[config.mk]
export PLATFORM = sky130hd
export DESIGN_NAME = paddle_tracker
export DESIGN_NICKNAME = d
export VERILOG_FILES = /design/src/rtl/paddle_tracker.sv
export SDC_FILE = /design/constraint.sdc
export NUM_CORES = 1
export LEC_CHECK = 0
export BUFFER_PORTS_ARGS = -buffer_cell sky130_fd_sc_hd__clkbuf_2
export CAP_MARGIN = 20
export CORE_ASPECT_RATIO = 1.25
export CORE_MARGIN = 5
export CORE_UTILIZATION = 39
export CTS_BUF_LIST = sky130_fd_sc_hd__clkbuf_2
export DETAILED_ROUTE_END_ITERATION = 12
export GPL_TIMING_DRIVEN = 0
export RECOVER_POWER = 50
export SLEW_MARGIN = 20
export SYNTH_ARGS = -nofsm -noshare
export SYNTH_HDL_FRONTEND = slang
export SYNTH_SLANG_ARGS = --single-unit
[constraint.sdc]
create_clock -name CLOCK -period 7.9 [get_ports CLOCK]
set_clock_uncertainty 0.15 [all_clocks]
set_input_delay 0.395 -clock CLOCK [delete_from_list [all_inputs] [get_ports CLOCK]]
set_output_delay 0.395 -clock CLOCK [all_outputs]
set_load 0.01 [all_outputs]
[src/rtl/paddle_tracker.sv]
// Purpose : multi-channel quadrature encoder tracker; saturating paddle position per channel.
// Latency : an {A,B} change meeting setup before edge k reaches POSITION/MOVED/FAULT at edge k+SYNC_STAGES+1.
// Backpres: none; inputs are sampled every cycle, outputs are registered levels and one-cycle pulses.
//
// Ports:
//   CLOCK, RESET     system clock; asynchronous active-high reset
//   A, B [CHANNELS]  raw encoder phases (asynchronous), bit i -> channel i
//   CENTER           one-cycle request: all channels to POS_MAX/2, clear FAULT and partial detents
//   POSITION         channel i at [i*POS_W +: POS_W]
//   MOVED            one-cycle pulse when a channel's POSITION changes
//   FAULT            sticky illegal-transition (both phases changed) flag, cleared by CENTER/RESET
// Optional feature: define PADDLE_ACCEL_EN to double the step for quick same-direction detents.
module paddle_tracker #(
    parameter int CHANNELS         = 2,
    parameter int POS_W            = 8,
    parameter int POS_MAX          = 200,
    parameter int EDGES_PER_DETENT = 4,
    parameter int STEP             = 8,
    parameter int SYNC_STAGES      = 2,
    parameter int ACCEL_WINDOW     = 50000
) (
    input  logic                      CLOCK,
    input  logic                      RESET,
    input  logic [CHANNELS-1:0]       A,
    input  logic [CHANNELS-1:0]       B,
    input  logic                      CENTER,
    output logic [CHANNELS*POS_W-1:0] POSITION,
    output logic [CHANNELS-1:0]       MOVED,
    output logic [CHANNELS-1:0]       FAULT
);
    localparam int CW  = $clog2(EDGES_PER_DETENT) + 1;
    localparam int PRW = $clog2(SYNC_STAGES + 2);

    localparam logic [PRW-1:0]       PRIME_DONE = PRW'(SYNC_STAGES + 1);
    localparam logic signed [CW-1:0] CNT_MAX    = CW'(EDGES_PER_DETENT - 1);
    localparam logic signed [CW-1:0] CNT_MIN    = -CNT_MAX;
    localparam logic signed [CW-1:0] CNT_ONE    = CW'(1);
    localparam logic [POS_W:0]       POS_MAX_W  = (POS_W + 1)'(POS_MAX);
    localparam logic [POS_W-1:0]     CENTER_POS = POS_W'(POS_MAX / 2);
    localparam logic [POS_W:0]       STEP_1X    = (POS_W + 1)'(STEP);
`ifdef PADDLE_ACCEL_EN
    localparam int                   TW         = $clog2(ACCEL_WINDOW + 1);
    localparam logic [TW-1:0]        WIN        = TW'(ACCEL_WINDOW);
    localparam logic [POS_W:0]       STEP_2X    = (POS_W + 1)'(2 * STEP);
`endif

    if (POS_MAX >= (1 << POS_W) || EDGES_PER_DETENT < 1 || SYNC_STAGES < 2 || ACCEL_WINDOW < 1)
    begin : g_bad_params
        $error("paddle_tracker: illegal parameter set");
    end

    // Decoding stays off until the synchroniser has flushed whatever it held at reset,
    // so the previous-state register starts from the real encoder position.
    logic [PRW-1:0] prime_q;
    logic           primed;

    assign primed = (prime_q == PRIME_DONE);

    always_ff @(posedge CLOCK or posedge RESET) begin
        if (RESET)        prime_q <= '0;
        else if (!primed) prime_q <= prime_q + 1'b1;
    end

    for (genvar ch = 0; ch < CHANNELS; ch++) begin : g_ch
        logic [1:0]           sync_q [SYNC_STAGES];
        logic [1:0]           cur_ab, prev_q, cur_ph, prev_ph, delta;
        logic signed [CW-1:0] cnt_q, cnt_d;
        logic                 up_q, up_d, dn_q, dn_d, ill_q, ill_d;
        logic [POS_W:0]       step, sum_up;
        logic [POS_W-1:0]     pos_q, pos_d;
        logic                 moved_q, fault_q, fault_d;

        always_ff @(posedge CLOCK or posedge RESET) begin
            if (RESET) begin
                for (int s = 0; s < SYNC_STAGES; s++) sync_q[s] <= 2'b00;
            end else begin
                sync_q[0] <= {A[ch], B[ch]};
                for (int s = 1; s < SYNC_STAGES; s++) sync_q[s] <= sync_q[s-1];
            end
        end

        // Gray {A,B} mapped to a 2-bit phase: forward rotation is phase+1, reverse phase-1,
        // and a phase difference of 2 means both bits flipped at once.
        assign cur_ab  = sync_q[SYNC_STAGES-1];
        assign cur_ph  = {cur_ab[1], cur_ab[1] ^ cur_ab[0]};
        assign prev_ph = {prev_q[1], prev_q[1] ^ prev_q[0]};
        assign delta   = cur_ph - prev_ph;

        always_comb begin
            cnt_d = cnt_q;
            up_d  = 1'b0;
            dn_d  = 1'b0;
            ill_d = 1'b0;
            if (CENTER) begin
                cnt_d = '0;
            end else if (primed) begin
                case (delta)
                    2'd1: begin
                        if (cnt_q == CNT_MAX) begin
                            cnt_d = '0;
                            up_d  = 1'b1;
                        end else begin
                            cnt_d = cnt_q + CNT_ONE;
                        end
                    end
                    2'd3: begin
                        if (cnt_q == CNT_MIN) begin
                            cnt_d = '0;
                            dn_d  = 1'b1;
                        end else begin
                            cnt_d = cnt_q - CNT_ONE;
                        end
                    end
                    2'd2:    ill_d = 1'b1;
                    default: ;
                endcase
            end
        end

        always_ff @(posedge CLOCK or posedge RESET) begin
            if (RESET) begin
                prev_q <= 2'b00;
                cnt_q  <= '0;
                up_q   <= 1'b0;
                dn_q   <= 1'b0;
                ill_q  <= 1'b0;
            end else begin
                prev_q <= cur_ab;
                cnt_q  <= cnt_d;
                up_q   <= up_d;
                dn_q   <= dn_d;
                ill_q  <= ill_d;
            end
        end

`ifdef PADDLE_ACCEL_EN
        logic [TW-1:0] tmr_q;
        logic          last_up_q;

        always_comb begin
            step = STEP_1X;
            if (((up_q && last_up_q) || (dn_q && !last_up_q)) && (tmr_q < WIN)) step = STEP_2X;
        end

        // Timer parked at WIN means "expired": the next detent never accelerates.
        always_ff @(posedge CLOCK or posedge RESET) begin
            if (RESET) begin
                tmr_q     <= WIN;
                last_up_q <= 1'b0;
            end else if (CENTER) begin
                tmr_q     <= WIN;
            end else if (up_q || dn_q) begin
                tmr_q     <= '0;
                last_up_q <= up_q;
            end else if (tmr_q != WIN) begin
                tmr_q     <= tmr_q + 1'b1;
            end
        end
`else
        assign step = STEP_1X;
`endif

        // One bit of headroom so the up-sum cannot wrap before the clamp.
        always_comb begin
            sum_up  = {1'b0, pos_q} + step;
            pos_d   = pos_q;
            fault_d = fault_q;
            if (CENTER) begin
                pos_d   = CENTER_POS;
                fault_d = 1'b0;
            end else begin
                if (up_q)
                    pos_d = (sum_up > POS_MAX_W) ? POS_MAX_W[POS_W-1:0] : sum_up[POS_W-1:0];
                else if (dn_q)
                    pos_d = ({1'b0, pos_q} >= step) ? (pos_q - step[POS_W-1:0]) : '0;
                if (ill_q) fault_d = 1'b1;
            end
        end

        always_ff @(posedge CLOCK or posedge RESET) begin
            if (RESET) begin
                pos_q   <= '0;
                moved_q <= 1'b0;
                fault_q <= 1'b0;
            end else begin
                pos_q   <= pos_d;
                moved_q <= (pos_d != pos_q);
                fault_q <= fault_d;
            end
        end

        assign POSITION[ch*POS_W +: POS_W] = pos_q;
        assign MOVED[ch]                   = moved_q;
        assign FAULT[ch]                   = fault_q;
    end

endmodule
==> run_results.csv <==
group,metric,value,unit
clock_tree,clkLatencyLatePin,0.42,ns
drt,ant_nets,0,
placed_design,dp_hpwl,4884,microns
synthesis,ys_seq_elements,46,
status,violations,"max-capacitance violations, max-slew violations",
synthesis,synth.distinct_cells,62,
setup_path,required,8.10,ns
die,row_count,35,
sta,finalCriticalPeriod,3.320,ns
clock_tree,cts_buffer_depth,2,
clock_tree,cts_resized,0,
sta,timing.slew.headroom,-17.51,%
global_routing,overflow,0,
die,die_w,87.23,microns
sta,fin_hold_ws,0.2289,ns
synthesis,syn_area,0.002908,sq mm
synthesis,synth-async-reset-ratio,100.0,%
hold_path,hp-class,"reg2reg",
sta,rsz0062_at_grt,"false",
drt,drtIter0Drc,136,
placed_design,portBuffers,26,
finish,final_common_cell,"dfrtp_1",
global_routing,antenna_found_initial,0,
drt,vias,2498,
setup_path,worst_r2r_path_depth,8,
sta,period_share,42.03,%
sta,slew_violations,33,
pwr,power.total,489.5,uW
clock_tree,cts_max_level,2,
finish,drive_gt1_share,16.90,%
finish,diodes,0,
die,dieArea,0.009293,sq mm
synthesis,yosys_warnings,0,
setup_path,end_kind,"register",
setup_path,path_class,"reg2reg",
placed_design,gp_congestion,0.9088,
drt,route.detailed.drc,0,
setup_path,cp.arrival,3.52,ns
drt,vias_per_cell,5.588,
finish,layout_common_cells,"dfrtp_1, clkbuf_2, nor2_1, nand2_1, o21ai_0",
synthesis,synth_edf_count,0,
sta,setup_viol,0,
clock_tree,cts_root_buf,"clkbuf_2",
setup_path,r2r_slack,4.58,ns
global_routing,grt_max_degree,33,
setup_path,rr_startpoint,"g_ch[1].pos_q[4]$_DFF_PP0_",
sta,hold_viol_final,0,
synthesis,ys.flop_type,"dfrtp_1",
pwr,power.density,149.6,mW/mm^2
finish,finish.net_count,376,
drt,routed_wl,6773,microns
setup_path,critical_path.startpoint_type,"register",
die,pin_count,27,
synthesis,syn_inst,315,
global_routing,grt_use_total,15.59,%
die,start_util,39.76,%
clock_tree,clk_pin_slew,0.26,ns
hold_path,hold_end,"g_ch[0].cur_ab[0]$_DFF_PP0_",
synthesis,syn_nets,337,
clock_tree,cts.sinks,46,
finish,nFillCells,725,
global_routing,grt_pass1_vias,2499,
hold_path,min-delay-start,"g_ch[0].sync_q[2]$_DFF_PP0_",
pwr,vdd_drop_max,0.1188,mV
sta,fin_setup_tns,0,ns
setup_path,crit_fanout,9,
sta,worst_pin_slew,1.763,ns
clock_tree,cts_tree,"done",
die,die_h,106.5,microns
finish,area_growth,12.52,%
flow_run,drv_cap,1,
synthesis,avgSynthCellArea,9.231,sq um
die,core,0.007313,sq mm
drt,wl_per_cell,15.15,microns
sta,max_freq,301.2,MHz
status,status,"complete, but fails checks",
clock_tree,cts_buffers,5,
synthesis,ys_seq_area_share,39.59,%
drt,dr.pass1.iters,4,
global_routing,grt_pass1_wl,11810,microns
setup_path,r2r_end,"g_ch[1].moved_q$_DFF_PP0_",
pwr,p_leak,1.422,nW
hold_path,hold_path_depth,0,
report_power, final:
part | internal, mW | switching (mW) | total (mW)
Combinational | 0.0409 | 0.0527 | 0.0936
Clock | 0.0562 | 0.0795 | 0.136
Sequential | 0.250 | 0.0105 | 0.260
Total | 0.347 | 0.143 | 0.490
how the worst max path moves through the flow:
| stage | slack, ns | from | endpoint | cells after the start |
|---|---|---|---|---|
| after floorplan | 4.81 | g_ch[1].pos_q[3]$_DFF_PP0_ | g_ch[1].moved_q$_DFF_PP0_ | 9 |
| after global placement | 4.59 | g_ch[1].pos_q[4]$_DFF_PP0_ | g_ch[1].moved_q$_DFF_PP0_ | 8 |
| after detailed placement | 4.58 | g_ch[1].pos_q[4]$_DFF_PP0_ | g_ch[1].moved_q$_DFF_PP0_ | 8 |
| after CTS | 4.57 | g_ch[1].pos_q[4]$_DFF_PP0_ | g_ch[1].moved_q$_DFF_PP0_ | 8 |
| after global routing | 4.40 | g_ch[1].pos_q[4]$_DFF_PP0_ | g_ch[1].moved_q$_DFF_PP0_ | 8 |
| final | 4.58 | g_ch[1].pos_q[4]$_DFF_PP0_ | g_ch[1].moved_q$_DFF_PP0_ | 8 |
per-layer routing:
| layer | GRT usage [%] | wire [microns] | up-vias |
|---|---|---|---|
| met4 | 5.702 | 163 | 0 |
| met2 | 26.33 | 3387 | 62 |
| li1 | - | - | 1210 |
| met5 | 0 | 0 | - |
| met3 | 2.558 | 262 | 16 |
| met1 | 19.79 | 2959 | 1210 |
synthesized netlist by cell type, types with 3 or more instances:
library cell	count	area (sq um)
nand3_1	3	15.01
and2_2	4	30.03
o311ai_0	3	26.28
nor4_1	5	31.28
o21ai_0	20	100.1
and4_1	3	26.28
nor3_1	12	60.06
buf_6	4	45.04
nand2_1	24	90.09
a31oi_1	4	25.02
a21oi_1	12	60.06
mux2i_1	7	70.07
ha_1	15	187.7
dfrtp_1	46	1151
buf_4	4	30.03
nand2b_1	6	37.54
inv_1	17	63.81
and2_1	4	25.02
o22ai_1	3	18.77
clkbuf_1	12	45.04
nor2b_1	4	25.02
nor2_1	25	93.84
o31ai_1	7	52.55
o211ai_1	3	22.52
nor3b_1	4	30.03
xor2_1	4	35.03
xnor2_1	7	61.31
nand4_1	5	31.28
a211oi_1	6	45.04
state kept, by name, indices dropped and copies added (netlist names):
register / count
g_ch.moved_q: 2
g_ch.fault_q: 2
g_ch.cur_ab: 4
prime_q: 2
g_ch.cnt_q: 6
g_ch.up_q: 2
g_ch.pos_q: 16
g_ch.ill_q: 2
g_ch.dn_q: 2
g_ch.sync_q: 4
g_ch.prev_q: 4
worst max-delay path, stage by stage, from the launching register on:
cell and delay [ns]:
dfrtp_1 0.56, inv_1 0.16, ha_1 0.39, nor4_1 0.06, and4_1 0.24, or4b_1 0.61
and3_4 0.23, or4b_1 0.47, a2111o_1 0.39
cell type report:
| cell class | count | area, sq um | share of cell area (%) |
|---|---|---|---|
| Multi-Input combinational cell | 229 | 1549 | 47.34 |
| Sequential cell | 46 | 1151 | 35.18 |
| Timing Repair Buffer | 32 | 183.9 | 5.621 |
| Buffer | 23 | 143.9 | 4.398 |
| Tap cell | 92 | 115.1 | 3.518 |
| Inverter | 17 | 63.81 | 1.950 |
| Clock buffer | 7 | 35.03 | 1.071 |
| Clock inverter | 1 | 30.03 | 0.9178 |
what timing repair did:
| item | in CTS | in global routing |
|---|---|---|
| buffers inserted | 0 | 0 |
| endpoints found under the hold margin | 18 | 0 |
| hold buffers | 5 | 0 |
| setup endpoints to repair | 0 | 0 |
cell families (layout without fill, tap and decap cells):
| kind of cell | count (synthesis) | count (layout) | share of synthesized area (%) |
|---|---|---|---|
| flip-flops | 46 | 46 | 39.59 |
| XOR/XNOR | 11 | 11 | 3.313 |
| multiplexers | 9 | 9 | 3.184 |
| AND/OR/NAND/NOR | 118 | 118 | 22.42 |
| AO/OA/AOI/OAI | 76 | 76 | 17.90 |
| adder cells (fa/ha/maj) | 15 | 15 | 6.454 |
| buffers and inverters | 40 | 80 | 7.142 |
metrics by stage:
step	instances	util [%]	cell area [sq um]	setup slack (ns)
final	447	44.74	3272	4.580
after global routing	447	44.74	3272	4.400
after CTS	447	44.96	3288	4.572
after detailed placement	434	43.39	3173	4.583
after global placement	433	43.11	3153	4.589
after floorplan	315	-	2908	4.814
No activity file was read; power rests on OpenSTA's default activity.
